File: src/rtl/counter_4bit.sv
`default_nettype none
// +--------------------------------------------------------------------------+
// | counter_4bit: enable-gated modulo-(MAX+1) up-counter with terminal tick.  |
// | Build option: COUNTER_4BIT_SATURATE_EN (saturate at MAX, no wrap).        |
// | Revision: 1.0                                                            |
// +--------------------------------------------------------------------------+
module counter_4bit #(
  parameter int unsigned WIDTH = 4,
  parameter int unsigned MAX   = 32'((64'd1 << WIDTH) - 64'd1)
) (
  input  logic             clock,
  input  logic             reset,
  input  logic             io_enable,
  output logic [WIDTH-1:0] io_count,
  output logic             io_tick
);

  generate
    if (WIDTH < 1 || WIDTH > 32) begin : g_bad_width
      $error("counter_4bit: WIDTH must be in 1..32");
    end
    if (MAX < 1 || 64'(MAX) > ((64'd1 << WIDTH) - 64'd1)) begin : g_bad_max
      $error("counter_4bit: MAX must be in 1..2**WIDTH-1");
    end
  endgenerate

  localparam logic [WIDTH-1:0] c_max = WIDTH'(MAX);
  localparam logic [WIDTH-1:0] c_one = WIDTH'(1);

  logic [WIDTH-1:0] r_count;
  logic             w_at_max;

  assign w_at_max = (r_count == c_max);
  assign io_count = r_count;

`ifdef COUNTER_4BIT_SATURATE_EN
  localparam logic [WIDTH-1:0] c_max_m1 = WIDTH'(MAX - 1);

  // Tick marks the single enabled edge that lands on MAX.
  assign io_tick = io_enable && (r_count == c_max_m1) && !reset;

  always_ff @(posedge clock or posedge reset) begin
    if (reset) begin
      r_count <= '0;
    end else if (io_enable && !w_at_max) begin
      r_count <= r_count + c_one;
    end
  end
`else
  assign io_tick = io_enable && w_at_max && !reset;

  always_ff @(posedge clock or posedge reset) begin
    if (reset) begin
      r_count <= '0;
    end else if (io_enable) begin
      r_count <= w_at_max ? '0 : (r_count + c_one);
    end
  end
`endif

endmodule
`default_nettype wire

File: config.mk
export PLATFORM = sky130hd
export DESIGN_NAME = counter_4bit
export DESIGN_NICKNAME = d
export VERILOG_FILES = /design/src/rtl/counter_4bit.sv
export SDC_FILE = /design/constraint.sdc
export NUM_CORES = 1
export LEC_CHECK = 0
export BUFFER_PORTS_ARGS = -buffer_cell sky130_fd_sc_hd__buf_2
export CORE_AREA = 4 4 41 43
export CTS_CLUSTER_SIZE = 10
export DETAILED_ROUTE_END_ITERATION = 10
export DIE_AREA = 0 0 45 47
export GPL_TIMING_DRIVEN = 1
export MAX_ROUTING_LAYER = met4
export PLACE_DENSITY = 0.3
export REMOVE_ABC_BUFFERS = 1
export SLEW_MARGIN = 20
export SYNTH_ARGS = -nofsm -noshare
export SYNTH_HDL_FRONTEND = slang
export SYNTH_SLANG_ARGS = --single-unit
File: constraint.sdc
create_clock -name clock -period 1.8 [get_ports clock]
set_input_delay 0.09 -clock clock [delete_from_list [all_inputs] [get_ports clock]]
set_output_delay 0.09 -clock clock [all_outputs]
set_load 0.05 [all_outputs]
# ---- Word-level counts from Yosys, hierarchy flattened
# Index checks and enable logic that the tools add are counted.
dict set report totals {
  output_inout_bits 5
  elab_cells 7
  register_bits 4
  inputBits 3
}
dict set report classes {
  eq_ne 1
  reduce_logical 3
  mux 1
  n_addsub 1
}
# operator n
set ops {}
lappend ops {{adder 4 x 1 -> 4 bit, second input constant} 1}
lappend ops {{== test 4 bit, second input constant} 1}
lappend ops {{2-to-1 mux 4 bit} 1}
lappend ops {{logical AND 1 bit} 2}
lappend ops {{logical NOT 1 bit} 1}

# ---- Logic depth before layout (Yosys ltp)
# Gate-level depths: netlist of run 1.
dict set report depth {
  word_depth 3
  mapped_depth 4
  depth_no_buf 4
}

# ---- Worst setup path before layout of run 1
# No wires, ideal clock.
dict set report synth_timing {
  path_type {flip-flop to output port}
  from {reg r_count[0], in the netlist io_count[0]}
  to {out io_tick}
  path_buffers 0
  arrival_time_ns 2.128
  t_required_ns 1.710
  path_slack_ns -0.418
  path_stages_with_launch 4
  path_cell_list {dfrtp_1 -> ha_1 -> nand2_1 -> nor3_1}
}
dict set report synth_between {
  elab_chain_len 3
}
# item line_no
set synth_lines {}
lappend synth_lines {{start: declaration} 30} ;# logic [WIDTH-1:0] r_count;
lappend synth_lines {{start signal: assignment} 56} ;# r_count <= w_at_max ? '0 : (r_count + c_one);
lappend synth_lines {{== test 4 bit} 33} ;# assign w_at_max = (r_count == c_max);
lappend synth_lines {{logical AND 1 bit (2 in a row)} 50} ;# assign io_tick = io_enable && w_at_max && !reset;
lappend synth_lines {{end: declaration} 15} ;# output logic io_tick
# No other way between the ends.

# ---- Worst setup path in the final report of run 1
# Ends and elaborated chain as after synthesis.

==> results of run 1 <==
[cells in the mapped netlist (all sizes together)]
master,instances
ha,1
xnor2,1
nand2,4
mux2i,1
o21ai,2
mux2,1
dfrtp,4
a21oi,1
nor3,1
nand3,1
inv,1
nand4,1
[kinds of logic after synthesis]
kind of cell | Yosys count
buf+inv | 1
fa+ha+maj | 1
xor+xnor | 1
mux | 2
flops | 4
compound gates | 3
simple gates | 7
[where the power goes]
| group | internal [uW] | switching (uW) | leakage [uW] |
|---|---|---|---|
| registers | 128 | 48.6 | 0.0000478 |
| logic | 72.0 | 185 | 0.0000725 |
| clock network | 74.8 | 39.2 | 0.0000138 |
[how the worst max path moves through the flow]
| stage | start | endpoint | slack [ns] | depth (start not counted) |
|---|---|---|---|---|
| 3_5_place_dp | io_count[0]$_DFFE_PP0P_ | io_tick | 0.56 | 4 |
| 4_1_cts | io_count[0]$_DFFE_PP0P_ | io_tick | 0.30 | 4 |
| 5_1_grt | io_count[1]$_DFFE_PP0P_ | io_tick | 0.22 | 4 |
| 3_3_place_gp | io_count[1]$_DFFE_PP0P_ | io_tick | 0.57 | 4 |
| 2_1_floorplan | io_count[0]$_DFFE_PP0P_ | io_tick | -0.42 | 3 |
| 6_report | io_count[0]$_DFFE_PP0P_ | io_tick | 0.30 | 4 |
[through the flow]
step / area [um^2] / util (%) / hold WS, ns / setup WS, ns
4_1_cts: 279 / 21.4 / 0.115 / 0.299
3_3_place_gp: 246 / 18.9 / 0.00179 / 0.574
3_5_place_dp: 246 / 18.9 / 0.00297 / 0.562
2_1_floorplan: 193 / - / -0.144 / -0.418
6_report: 279 / 21.4 / 0.124 / 0.300
5_1_grt: 279 / 21.4 / 0.136 / 0.223
[cell type report]
type / count / area (um^2)
Clock buffer: 3 / 22.5
Multi-Input combinational cell: 14 / 88.8
Tap cell: 15 / 18.8
Timing Repair Buffer: 8 / 45.0
Inverter: 1 / 3.75
Fill cell: 159 / 1020
Sequential cell: 4 / 100
[timing repair]
item | 4_1_cts | 5_1_grt
resized for setup | 0 | 0
hold endpoints to repair | 4 | 0
hold buffers | 1 | 0
[per-layer routing]
metal  share of wire, %  vias up  routed length (um)
met1                 53       76                 250
met4                  0        0                   0
met2                 37        7                 177
met3                9.9        0                  47
li1                   -       88                   -
met5                  0        -                   0
==> metrics, run 1 <==
status=finished, final reports clean; startpoint types=flop; Clk pin slew, worst setup/hold paths=~0.040 ns; vias in the first global route=~180; sequential area share after synthesis=between 50% and 60%; Final period util=a little over four fifths; Critical Path AT=between 1 and 1.5 ns; vias per cell=between 3 and 4; root buf cell=clkbuf_4; top-area cell type share of the netlist area=51.9%; final std cells w/o fill=45; Starting Density=14.8%; die width=45 um; Synth cell types=12; maximum VDD drop=0.000452 V; fmax=0.667 GHz; post-DR wirelength/cell=between 10 and 15 um; Final min period=around 1.5 ns; Setup Fix Bufs, Post-CTS=0; worst r2r src=io_count[0]$_DFFE_PP0P_; Max Cap Viol=0; core outline area=around 1300 um^2; class of the worst hold path=primary input to flop; final-stage net count=36; clk_lat worst skew=between 0.2 and 0.25 ns; Avg Inst Size Synth=10.1 um^2; hold path start=io_enable; synthesized area=roughly 190 um^2; Synth Instances=19; CTS tree=built; actual slew at the worst max-slew pin=~0.25 ns; area grow syn2layout=44.8%; Routed WL=approximately 480 um; Crit path largest cell delay=between 0.4 and 0.5 ns; Largest register FFs=4; most frequent cells in the layout=7 x buf_2, 4 x nand2_1, 4 x dfrtp_1; Setup CP Type=flop to output port; Power per Cell Area=between 1500 and 2000 nW/um^2; #FFs+latches synth=4; H-tree levels=1; xor and xnor area share after synthesis=around 4.5%; global-route wire length before repair=between 700 and 800 um; Slew Limit Fails=0; Slew HR=83.3%; drt drc=0; worst-path fanout max=5; clock sink count=4; initial drt markers=2; post-route ant nets=0; Max Root-Sink Buffers=2; mux cell area share after synthesis=between 10% and 20%; Buf/Inv on CP=1; Crit path max-delay family=flip-flops; Hold Path Stages=2; Final Power=about 550 uW; die area=around 2100 um^2; n_diodes=0; RR Endpoint=io_count[1]$_DFFE_PP0P_; R2R Setup Slk=around 0.71 ns; row count=13; critical-path cell list=ha_1 -> nand2_1 -> nor3_1 -> buf_2; simple-gate share of the synthesized area=between 10% and 20%; cell accounting for the most synthesized area=dfrtp_1; Remaining Overflow, GRT=0; layout cells sized above 1=a little over a third; DR vias=approximately 170; DR pass1 iterations=4; commonest non-fill, non-tap cell in the layout=buf_2; adder-cell area share of the yosys netlist=between 6 and 7%; clock skew=between 0.0007 and 0.0008 ns; grt met3 use=approximately 2.3%; Area contributors post-synth=dfrtp_1 52%, nand2_1 7.8%, ha_1 6.5%; Top Usage Layer GRT=met4; Crit path required time=about 1.7 ns; number of CTS-inserted buffers=3; Final Setup Violations=0; grt met2 use=6.50%; Compound-Gate Fraction of Synth Area=a little under 8%; combinational family with the most area after synthesis=simple AND/OR/NAND/NOR gates; Critical Path End Type=output port; Reg2Reg Depth=2; Setup TNS Final=0 ns; met1 usage=under 10%; largest net degree at the start of global routing=7; WHS Endpoint=io_count[0]$_DFFE_PP0P_; final hold viol count=0; crit path max-delay cell type=dfrtp_1; number of port buffers=7; Synth Warn #=0; GPL Wtd Cong=0.716; LEAKAGE=roughly 0.00013 uW; RSZ-0062 raised after global routing=false; initial antenna violation count=0; # placed instances=just over 40; Die Y-Extent=~47 um; Top Ports=8; gr usage total=5.96%
Power figures use the tool's default switching activity.
==> run 2: changes to the inputs <==
--- a/config.mk
+++ b/config.mk
@@ -5,6 +5,7 @@
 export SDC_FILE = /design/constraint.sdc
 export NUM_CORES = 1
 export LEC_CHECK = 0
+export ABC_AREA = 1
 export BUFFER_PORTS_ARGS = -buffer_cell sky130_fd_sc_hd__buf_2
 export CORE_AREA = 4 4 41 43
 export CTS_CLUSTER_SIZE = 10
@@ -12,7 +13,7 @@
 export DIE_AREA = 0 0 45 47
 export GPL_TIMING_DRIVEN = 1
 export MAX_ROUTING_LAYER = met4
-export PLACE_DENSITY = 0.3
+export PLACE_DENSITY = 0.31
 export REMOVE_ABC_BUFFERS = 1
 export SLEW_MARGIN = 20
 export SYNTH_ARGS = -nofsm -noshare
==> constraint.sdc (replaced) <==
create_clock -name clock -period 1.3 [get_ports clock]
set_input_delay 0.065 -clock clock [delete_from_list [all_inputs] [get_ports clock]]
set_output_delay 0.065 -clock clock [all_outputs]
set_load 0.05 [all_outputs]
==> run 2 against run 1 <==
Net effect: non-clock buffer count increased by 3; first-iteration DRC count increased by 100%; total power increased by 51%; register-to-register slack got worse by 0.39 ns; sequential power increased by 39%; count of clock-buffer cells in the layout unchanged; synthesized area increased by 5.8%; worst hold slack got worse by 0.0050 ns; final cell count increased by 20%; largest cell class is now multi-input combinational cells.
==> metrics, run 2 <==
status=finished, final reports clean; number of port buffers=7; Internal Dissipation=~420 uW; Hold Path Stages=2; Area after DPL=between 200 and 300 um^2; WHS Endpoint=io_count[0]$_DFFE_PP0P_; Die Y-Extent=about 47 um; Clock Power Share=about 18%; Flop pwr share=a little under 30%; hold path start=io_enable; vias per cell=roughly 3.9; critical-path cell list=ha_4 -> nand3_2 -> nor3_2 -> buf_6; Max Root-Sink Buffers=2; cell accounting for the most synthesized area=dfrtp_1; CTS tree=built; Starting Density=around 16%; Clk pin slew, worst setup/hold paths=0.03 ns; Slew HR=between 80% and 90%; worst-path fanout max=3; largest net degree at the start of global routing=8; post-route ant nets=0; initial antenna violation count=0; Synth Flop Type=dfrtp_1; Critical Path End Type=output port; final hold viol count=0; crit path max-delay cell type=dfrtp_1; Crit path largest cell delay=~0.40 ns; DR vias=209; final-stage net count=between 40 and 50; core outline area=around 1300 um^2; initial drt markers=4; R2R Setup Slk=about 0.32 ns; Post-synth ARST share=100%; fin area=approximately 340 um^2; Final Setup Violations=0; Synth cell types=9; gr usage total=just over 6%; Final min period=about 1.3 ns; Max Cap Viol=0; Top Ports=8; vias in the first global route=approximately 190; clock sink count=4; H-tree levels=1; Avg Inst Size Synth=just over 8 um^2; row count=13; clock skew=just over 0.002 ns; clk_lat worst skew=0.23 ns; sw frac=between 40% and 50%; actual slew at the worst max-slew pin=between 0.2 and 0.25 ns; Remaining Overflow, GRT=0; Psw=about 400 uW; Slew Limit Fails=0; Critical Path AT=1.20 ns; Setup CP Type=flop to output port; GPL Wtd Cong=0.666; RR Endpoint=io_count[2]$_DFFE_PP0P_; n_diodes=0; Routed WL=503 um; area grow syn2layout=67.5%; Crit path required time=1.24 ns; class of the worst hold path=primary input to flop; layout cells sized above 1=roughly 44%; startpoint types=flop; Reg2Reg Depth=4; Final HPWL DP=~370 um; Synth Instances=25; die width=45 um; most frequent cells in the layout=6 x nand2_1, 6 x buf_2, 5 x inv_1; RSZ-0062 raised after global routing=true; Power per Cell Area=around 2400 nW/um^2; sequential area share after synthesis=between 40% and 50%; Largest register FFs=4; Final period util=97.2%; Logic pwr share=a little over half; fmax=between 0.7 and 0.8 GHz; end-of-flow core utilization=26.3%; drt drc=0; number of flops mapped to enable cells by yosys=0; #FFs+latches synth=4; DR pass1 iterations=4; synthesized area=between 200 and 250 um^2; most instantiated library cell after synthesis=nand2_1; die area=roughly 2100 um^2; global-route wire length before repair=between 800 and 900 um; post-DR wirelength/cell=a little over 9 um; worst r2r src=io_count[0]$_DFFE_PP0P_; maximum VDD drop=between 0.0008 and 0.0009 V; number of CTS-inserted buffers=3; commonest cells in the netlist=6 x nand2_1, 5 x inv_1, 4 x dfrtp_1, 3 x nand3_1, 3 x o21ai_0; # fillers=151; LEAKAGE=about 0.00017 uW; Area contributors post-synth=dfrtp_1 49%, nand2_1 11%, inv_1 9.2%; top-area cell type share of the netlist area=between 40% and 50%; root buf cell=clkbuf_4; Synth Warn #=0
run 2: cell types whose count changed after synthesis, moves of 2 or more:
cell	delta
nand3_1	+2
inv_1	+4
o21ai_0	+3
nand2_1	+2
o21ai_1	-2
run 2: through the flow:
stage / cells / worst slack, ns / total power [uW] / hold slack [ns] / setup TNS (ns)
after floorplan: 25 / -0.849 / 510 / -0.169 / -0.849
after global placement: 47 / 0.155 / 601 / -0.0224 / 0
after detailed placement: 47 / 0.0816 / 602 / -0.0230 / 0
after CTS: 52 / -0.0364 / 801 / 0.111 / -0.0364
after global routing: 54 / -0.00943 / 889 / 0.138 / -0.00943
final: 54 / 0.0361 / 825 / 0.119 / 0
run 2: worst max-delay path, delay by kind of cell, from the launching register on:
kind                       cells  cell delay (ns)
DFF                            1             0.40
and+or+nand+nor                2             0.23
buffers and inverters          1             0.18
adders and majority gates      1             0.16
run 2: kinds of logic after synthesis:
kind of cell	share of synthesized area (%)
AND/OR/NAND/NOR	23.9
buffers and inverters	9.20
flip-flops	49.1
AO/OA/AOI/OAI	7.36
XOR/XNOR	4.30
adder cells (fa/ha/maj)	6.13
run 2: cell type report:
cell class	instances	area [um^2]	area share [%]
multi-input cells	16	108	31.5
repair buffers	11	73.8	21.6
well taps	15	18.8	5.49
flip-flops and latches	4	100	29.3
inverters	5	18.8	5.49
clock buffers	3	22.5	6.59
run 2: how the worst max path moves through the flow:
stage / from / end / slack, ns
final: io_count[0]$_DFFE_PP0P_ / io_tick / 0.04
after global routing: io_count[0]$_DFFE_PP0P_ / io_tick / -0.009
after CTS: io_count[0]$_DFFE_PP0P_ / io_tick / -0.04
after detailed placement: io_count[1]$_DFFE_PP0P_ / io_tick / 0.08
after global placement: io_count[0]$_DFFE_PP0P_ / io_tick / 0.16
after floorplan: io_count[1]$_DFFE_PP0P_ / io_tick / -0.85
run 2: per-layer routing:
metal,routed length (um),GRT usage (%),vias up
met4,4,7.02,0
met2,197,6.50,8
met1,259,7.97,91
met3,42,2.30,2
li1,-,-,108
met5,0,-,-
run 2: power groups by stage:
stage	combinational, uW	clock [uW]	sequential (uW)
floorplan	101	0	409
global placement	363	0	238
detailed placement	359	0	243
CTS	406	159	236
global route	472	163	254
finish	433	149	244
run 2: repair_timing:
| item | CTS | global route |
|---|---|---|
| buffers inserted | 1 | 2 |
| pin swaps | 0 | 1 |
| hold buffers | 1 | 0 |
| setup endpoints to repair | 1 | 1 |
| gates resized for setup | 5 | 1 |
| endpoints found under the hold margin | 4 | 0 |
==> run 3: changes to the inputs <==
--- a/config.mk
+++ b/config.mk
@@ -13,7 +13,7 @@
 export DIE_AREA = 0 0 45 47
 export GPL_TIMING_DRIVEN = 1
 export MAX_ROUTING_LAYER = met4
-export PLACE_DENSITY = 0.31
+export PLACE_DENSITY = 0.3
 export REMOVE_ABC_BUFFERS = 1
 export SLEW_MARGIN = 20
 export SYNTH_ARGS = -nofsm -noshare
==> constraint.sdc (replaced) <==
create_clock -name clock -period 1.18 [get_ports clock]
set_input_delay 0.059 -clock clock [delete_from_list [all_inputs] [get_ports clock]]
set_output_delay 0.059 -clock clock [all_outputs]
set_load 0.05 [all_outputs]
==> run 3 against run 2 <==
Net effect: the run now ends with setup timing left; critical path type unchanged; count of clock-buffer cells in the layout unchanged; largest cell class is now flip-flops and latches; register-to-register slack worse by 0.33 ns; sequential power down 3%; via count up 0.48%; sequential share of layout area down 0.42 points; highest routed layer unchanged.
==> metrics, run 3 (synthesis gave the netlist of run 2 again) <==
status=complete, but fails checks; failing checks=setup timing; WP depth=4; die area=~2100 um^2; final-stage net count=47; vias per cell=approximately 3.8; most frequent cells in the layout=6 x nand2_1, 6 x buf_2, 5 x inv_1, 5 x buf_4, 4 x dfrtp_1; Final period util=104%; number of CTS-inserted buffers=3; CTS tree=built; number of port buffers=7; class of the worst hold path=primary input to flop; Slew HR=82.8%; DR pass1 iterations=1; worst r2r src=io_count[1]$_DFFE_PP0P_; worst hold margin=roughly 0.11 ns; Crit. Startpoint=io_count[1]$_DFFE_PP0P_; actual slew at the worst max-slew pin=between 0.2 and 0.3 ns; worst-path fanout max=2; critical-path cell list=ha_2 -> nand3_2 -> nor3_2 -> buf_6; RR Endpoint=io_count[2]$_DFFE_PP0P_; Crit path largest cell delay=around 0.34 ns; Die Y-Extent=about 47 um; n_diodes=0; layout cells sized above 1=~46%; clock sink count=4; area occupied by multi-input gates=roughly 100 um^2; Crit path required time=about 1.1 ns; gr usage total=under 10%; Final Setup Violations=2; initial drt markers=0; LEAKAGE=approximately 0.00017 uW; Starting Density=15.7%; register area=100 um^2; Critical Path End=io_tick; Clk pin slew, worst setup/hold paths=approximately 0.040 ns; Routed WL=slightly above 500 um; Crit path max-delay family=flip-flops; fmax=between 0.8 and 0.9 GHz; Buf/Inv on CP=1; Critical Path AT=1.17 ns; row count=13; maximum VDD drop=0.000969 V; die width=45 um; Max Cap Viol=0; Final WS setup=-0.0493 ns; clk_lat worst skew=about 0.23 ns; initial antenna violation count=0; DR vias=210; crit path max-delay cell type=dfrtp_1; # fillers=166; Largest register FFs=4; Power per Cell Area=2690 nW/um^2; R2R Setup Slk=-0.01 ns; Critical Path End Type=output port; root buf cell=clkbuf_4; Final HPWL DP=between 300 and 400 um; clock skew=around 0.0042 ns; Top Ports=8; startpoint types=flop; Slew Limit Fails=0; H-tree levels=1; Area after DPL=between 200 and 300 um^2; largest net degree at the start of global routing=8; fin area=around 350 um^2; global-route wire length before repair=~900 um; Setup CP Type=flop to output port; Max Root-Sink Buffers=2; final hold viol count=0; Remaining Overflow, GRT=0; post-DR wirelength/cell=approximately 9.0 um; core outline area=1300 um^2; area grow syn2layout=69.9%; RSZ-0062 raised after global routing=true; Reg2Reg Depth=6; Final min period=1.23 ns; drt drc=0; GPL Wtd Cong=approximately 0.64; vias in the first global route=205; post-route ant nets=0
-- run 3: power breakdown --
part | internal (uW) | total [uW] | switching, uW
logic | 176 | 527 | 352
clock network | 114 | 168 | 54.3
registers | 195 | 237 | 42.1
total | 485 | 932 | 448
-- run 3: area by class of cell --
class,count,share of cell area [%]
Multi-Input combinational cell,16,28.2
Clock buffer,3,6.50
Timing Repair Buffer,13,25.6
Sequential cell,4,28.9
Tap cell,15,5.42
Inverter,5,5.42
-- run 3: worst min-delay path by stage --
| stage | startpoint | to | cells past startpoint |
|---|---|---|---|
| 6_report | io_enable | io_count[1]$_DFFE_PP0P_ | 2 |
| 5_1_grt | io_enable | io_count[0]$_DFFE_PP0P_ | 2 |
| 4_1_cts | io_enable | io_count[0]$_DFFE_PP0P_ | 2 |
| 3_5_place_dp | reset | io_count[3]$_DFFE_PP0P_ | 2 |
| 3_3_place_gp | reset | io_count[3]$_DFFE_PP0P_ | 2 |
| 2_1_floorplan | reset | io_count[0]$_DFFE_PP0P_ | 1 |
-- run 3: stage by stage --
step	utilization [%]	TNS, ns	power (uW)	std cells	worst slack [ns]
finish	26.6	-0.0590	932	56	-0.0493
global route	26.6	-0.182	1020	56	-0.0972
CTS	26.1	-0.115	932	55	-0.115
detailed placement	21.5	0	720	50	0.0626
global placement	21.5	0	720	50	0.0551
floorplan	-	-1.23	562	25	-0.963
-- run 3: worst reg2reg max path, cell delays in order (launching register included) --
cell	delay [ns]
dfrtp_1	0.37
ha_2	0.20
buf_4	0.13
buf_4	0.12
nand2_1	0.07
xor2_1	0.14
inv_1	0.05
-- run 3: timing repair --
item,4_1_cts,5_1_grt
hold endpoints to repair,4,0
hold buffers,1,0
gates cloned,0,0
gates resized for setup,5,0
setup buffers,1,1
pin swaps,2,2
setup endpoints to repair,1,1
-- run 3: routing by layer --
layer	GRT usage [%]	routed length, um	up-vias
met5	-	0	-
met4	8.77	7	0
met3	3.45	50	2
met2	6.78	198	8
met1	8.45	246	89
li1	-	-	111
